File: config.mk
export PLATFORM = sky130hd
export DESIGN_NAME = tex_texel_fetch
export DESIGN_NICKNAME = d
export VERILOG_FILES = /design/src/rtl/tex_texel_fetch.sv
export SDC_FILE = /design/constraint.sdc
export NUM_CORES = 1
export LEC_CHECK = 0
export CORE_ASPECT_RATIO = 1.4
export CORE_UTILIZATION = 30
export DETAILED_ROUTE_END_ITERATION = 16
export PLACE_DENSITY_LB_ADDON = 0.1
export SETUP_SLACK_MARGIN = 0.05
export SYNTH_ARGS = -nofsm -noshare
export SYNTH_HDL_FRONTEND = slang
export SYNTH_SLANG_ARGS = --single-unit
File: constraint.sdc
create_clock -name clk -period 6.9 [get_ports clk]
set_input_delay 2.07 -clock clk [delete_from_list [all_inputs] [get_ports clk]]
set_output_delay 2.07 -clock clk [all_outputs]
set_load 0.01 [all_outputs]
File: src/rtl/tex_texel_fetch.sv
// Texel fetch: turns resolved texel coordinates into texel values, issuing memory
// reads for in-bounds texels and answering border texels locally, in request order.
module tex_texel_fetch #(
  parameter int W       = 12,
  parameter int ADDR_W  = 32,
  parameter int TEXEL_W = 32,
  parameter int DEPTH   = 4
) (
  input  logic               clk,
  input  logic               rst,
  input  logic               in_valid,
  output logic               in_ready,
  input  logic [W-1:0]       in_x,
  input  logic [W-1:0]       in_y,
  input  logic               in_border,
  input  logic [ADDR_W-1:0]  base_addr,
  input  logic [W-1:0]       pitch,
  input  logic [TEXEL_W-1:0] border_color,
  output logic               mem_req_valid,
  input  logic               mem_req_ready,
  output logic [ADDR_W-1:0]  mem_req_addr,
  input  logic               mem_rsp_valid,
  input  logic [TEXEL_W-1:0] mem_rsp_data,
  output logic               out_valid,
  input  logic               out_ready,
  output logic [TEXEL_W-1:0] out_data,
  output logic               err
);
  localparam int SH = $clog2(TEXEL_W / 8);
  localparam int PW = $clog2(DEPTH);
  localparam int CW = PW + 1;

  typedef struct packed {
    logic               border;
    logic [TEXEL_W-1:0] color;
  } ord_t;

  ord_t               ord_mem [DEPTH];
  logic [TEXEL_W-1:0] rsp_mem [DEPTH];
  logic [PW-1:0]      ord_wp, ord_rp, rsp_wp, rsp_rp;
  logic [CW-1:0]      occ, rcnt, pend;
  logic               req_valid;
  logic [ADDR_W-1:0]  req_addr;

  logic [2*W-1:0]     lin;
  logic [2*W+2:0]     lin_b;
  logic [ADDR_W-1:0]  addr;
  logic               accept, mem_hs, rsp_wr, pop, rsp_pop;
  ord_t               head;

  assign lin   = (2*W)'(in_y) * (2*W)'(pitch) + (2*W)'(in_x);
  assign lin_b = {3'b000, lin} << SH;
  assign addr  = base_addr + ADDR_W'(lin_b);

  // Slot check uses current occupancy only; a same-cycle pop does not free a slot.
  assign in_ready = !rst && (occ < CW'(DEPTH)) && (!req_valid || mem_req_ready);
  assign accept   = in_valid && in_ready;
  assign mem_hs   = req_valid && mem_req_ready;
  assign rsp_wr   = mem_rsp_valid && (pend != '0);

  assign head      = ord_mem[ord_rp];
  assign out_valid = (occ != '0) && (head.border || rcnt != '0);
  assign out_data  = !out_valid ? '0 : (head.border ? head.color : rsp_mem[rsp_rp]);
  assign pop       = out_valid && out_ready;
  assign rsp_pop   = pop && !head.border;

  assign mem_req_valid = req_valid;
  assign mem_req_addr  = req_addr;

  always_ff @(posedge clk or posedge rst) begin
    if (rst) begin
      ord_wp    <= '0;
      ord_rp    <= '0;
      rsp_wp    <= '0;
      rsp_rp    <= '0;
      occ       <= '0;
      rcnt      <= '0;
      pend      <= '0;
      req_valid <= 1'b0;
      req_addr  <= '0;
      err       <= 1'b0;
    end else begin
      if (accept)  ord_wp <= ord_wp + PW'(1);
      if (pop)     ord_rp <= ord_rp + PW'(1);
      if (rsp_wr)  rsp_wp <= rsp_wp + PW'(1);
      if (rsp_pop) rsp_rp <= rsp_rp + PW'(1);
      occ  <= occ  + CW'(accept) - CW'(pop);
      rcnt <= rcnt + CW'(rsp_wr) - CW'(rsp_pop);
      pend <= pend + CW'(mem_hs) - CW'(rsp_wr);
      // A reload in the handshake cycle wins over the clear.
      if (accept && !in_border) begin
        req_valid <= 1'b1;
        req_addr  <= addr;
      end else if (mem_hs) begin
        req_valid <= 1'b0;
      end
      if (mem_rsp_valid && pend == '0) err <= 1'b1;
    end
  end

  // Payload storage needs no reset: occupancy counts gate every read.
  always_ff @(posedge clk) begin
    if (accept) ord_mem[ord_wp] <= '{border: in_border, color: border_color};
    if (rsp_wr) rsp_mem[rsp_wp] <= mem_rsp_data;
  end
endmodule

==> out/metrics.cfg <==
[setup_path]
reg2reg_depth=12
regToRegEndpoint=rcnt[2]
worst_setup_path_start_kind=input port
critical_path_arrival_ns=8.26
worst_setup_path_end_kind=register
critPathRequiredTime_ns=7.38
crit_type=in -> reg
cp_max_fo=6
regToRegStartpoint=ord_rp[0]
r2r_setup_slack_ns=3.02

[logic_synthesis]
ys_seq_elements=311
number_of_synthesized_flops_with_an_enable_pin=260
postSynthAreaPerCell_sq_um=13.2
yosys.area.top_type=edfxtp_1
synth.net_count=1758
ys_seq_area_frac=0.492
yosys_warnings=0
synthCells=1396
post_synth_instance_area_sq_mm=0.0185
yosysUniqueCellTypes=57
yosysTopAreaCellShare=0.423
synth_async_sr_flop_share=0.164
synth_area_leaders=edfxtp_1, fa_1, mux4_2, ha_1, dfrtp_1
ys.flop_type=edfxtp_1

[route]
routed_wl_um=52100
remaining_drc_errors=0
routed_wire_length_per_instance_um=19.8
via_per_inst=4.60
postRouteAntennaNets=0
starting_drt_drc_count=352
drt_pre_antenna_iters=4
detailroute.via_count=12100

[grt]
pin_count_of_the_biggest_net_entering_global_routing=56
global_route.usage.total=0.170
number_of_antenna_violations_at_the_first_check_in_global_routing=6
grt_overflow_total=0
grt_pass1_vias=13500
grt_pass1_wl_um=78800

[flow_run]
cap_violations=0

[sta]
timing.max_slew.rel_slack=0.304
layout_min_cycle_time_ns=7.78
slew_viol_final=0
final-hold-violation-count=0
setup-violations-final=19
clock_skew_ns=0.0257
unrepaired_setup_endpoints_after_global_routing=true
final_min_period_over_clock_period=1.13
holdWs_ns=0.459
worst-slew-pin-transition_ns=1.04
fmax_mhz=128
fin_ws_ns=-0.884

[clock_network]
cts.sink_count=311
clk_transition_reported_paths_ns=0.06
cts-htree-levels=2
clock_latency_on_the_worst_skew_pair_ns=0.55
clockBufferDepth=3
root_cell_of_the_clock_tree=clkbuf_16
clock_buffer_count_from_cts=35
clock_tree_from_tritoncts=done

[placement]
io_buffer_count=206
globalplace.congestion=0.771
estimated_wirelength_of_the_detail_placed_design_um=37800

[floorplanning]
initial_utilization=0.303
die_area_sq_mm=0.0626
rows=107
core_region_area_sq_mm=0.0609
die_w_um=212
ios=207
die_height_um=296

[min_path]
min_path_type=reg -> reg
hold-path-endpoint=err
worst_hold_path.num_cells=1
min-delay-start=err

[final_layout]
fill_cell_total_of_the_finished_layout=5849
register_area_sq_mm=0.00909
nNetsFinal=2146
multiInputGateArea_sq_mm=0.00927
layout-drive-gt1-share=0.277
area_growth_syn_to_layout_pct=35.1

[run_status]
run_status=finished with violations
violations_in_the_final_reports=setup timing

cells in the mapped netlist, drive strengths merged (2+ instances only):
| library cell | number |
|---|---|
| a2111o | 2 |
| a211o | 2 |
| a211oi | 4 |
| a21o | 25 |
| a21oi | 33 |
| a221o | 2 |
| a31oi | 9 |
| and2 | 79 |
| and3 | 10 |
| and4 | 2 |
| buf | 10 |
| clkbuf | 50 |
| dfrtp | 51 |
| edfxtp | 260 |
| fa | 115 |
| ha | 108 |
| inv | 189 |
| mux2 | 3 |
| mux2i | 32 |
| mux4 | 65 |
| nand2 | 128 |
| nand2b | 6 |
| nand3 | 7 |
| nand3b | 2 |
| nand4 | 6 |
| nor2 | 49 |
| nor2b | 5 |
| nor3 | 3 |
| o2111ai | 3 |
| o21a | 3 |
| o21ai | 43 |
| o21bai | 8 |
| o31ai | 5 |
| or2 | 2 |
| or3 | 5 |
| xnor2 | 46 |
| xor2 | 13 |
flip-flops by register name, indices dropped and copies added, names as in the netlist:
name           count
rsp_wp             2
ord_rp             2
rsp_rp             2
mem_req_valid      1
occ                3
err                1
rcnt               3
pend               3
ord_mem          132
rsp_mem          128
mem_req_addr      32
ord_wp             2
cells by family (layout without fill, tap and decap cells):
kind of cell / count (synthesis) / count (layout) / share of synthesized area
AO/OA/AOI/OAI: 148 / 148 / 0.0525
XOR/XNOR: 59 / 59 / 0.0280
adder cells (fa/ha/maj): 223 / 223 / 0.198
buffers and inverters: 249 / 663 / 0.0513
flip-flops: 311 / 311 / 0.492
multiplexers: 100 / 100 / 0.0988
other: 0 / 2 / 0
AND/OR/NAND/NOR: 306 / 306 / 0.0802
worst max path at each step:
stage	startpoint	end	slack, ns	cells past startpoint
after CTS	in_y[9]	mem_req_addr[27]	-0.93	28
after floorplan	in_y[5]	mem_req_addr[27]	-1.19	28
after global placement	in_y[8]	mem_req_addr[29]	-2.04	26
final	pitch[2]	mem_req_addr[27]	-0.88	28
after global routing	pitch[4]	mem_req_addr[27]	-1.08	28
after detailed placement	in_y[8]	mem_req_addr[29]	-2.08	26
metal layers:
layer	GRT usage	vias up	wire [um]
met4	0.0468	10	1230
met3	0.0324	78	2170
met5	0	-	64
met1	0.175	6208	18600
met2	0.342	190	30100
li1	-	5601	-
per-stage QoR:
step	util	instances	TNS (ns)	area [sq um]	setup slack [ns]
global route	0.410	2627	-16.57	25000	-1.08
CTS	0.404	2613	-12.66	24600	-0.926
floorplan	-	1396	-15.21	18600	-1.19
detailed placement	0.375	2532	-38.71	22800	-2.08
finish	0.410	2629	-12.04	25000	-0.884
global placement	0.375	2532	-38.43	22800	-2.04
cell usage in the layout, fill, tap and decap left out, types with 8 or more instances in the layout:
cell	instances
a21o_1	25
a21oi_1	17
a21oi_2	13
and2_1	61
and2_4	13
buf_4	172
buf_6	29
clkbuf_16	35
clkdlybuf4s50_1	182
clkinv_2	9
dfrtp_1	48
edfxtp_1	260
fa_1	104
fa_2	11
ha_1	94
ha_4	13
inv_1	172
inv_2	17
mux2i_1	32
mux4_2	65
nand2_1	110
nand2_2	13
nor2_1	43
o21ai_0	27
o21ai_1	8
xnor2_1	35
xnor2_2	9
xor2_1	10
final cells by class:
| type | instances | share of cell area |
|---|---|---|
| clock buffer | 42 | 0.0361 |
| inverter | 189 | 0.0284 |
| sequential | 311 | 0.364 |
| antenna | 2 | 0.000200 |
| multi-input combinational | 836 | 0.371 |
| clock inverter | 21 | 0.00677 |
| tap | 817 | 0.0409 |
| timing repair buffer | 411 | 0.152 |
critical path: stages:
cell and delay, ns:
buf_4 0.13, and2_4 0.16, fa_1 0.53, inv_1 0.05
fa_1 0.49, inv_2 0.05, fa_1 0.49, inv_2 0.04
fa_1 0.46, fa_1 0.51, inv_2 0.05, ha_4 0.16
or3_4 0.37, o221a_4 0.30, o31ai_4 0.21, o21bai_1 0.11
a21oi_1 0.16, xnor2_1 0.10, ha_1 0.35, and3_4 0.19
a221o_1 0.30, a21oi_1 0.14, o21ai_1 0.09, a31oi_1 0.16
buf_4 0.16, o21ai_2 0.06, mux2_4 0.30, nand2_2 0.05
timing repair:
action	CTS	global route
hold buffers	0	0
setup endpoints to repair	22	22
gates resized for setup	189	79
cloned	2	0
setup buffers	16	16
pin swaps	74	69
Power is left out: the tool's default activity adds up to more than one toggle a clock period on the data nets, which glitch-free logic cannot reach.
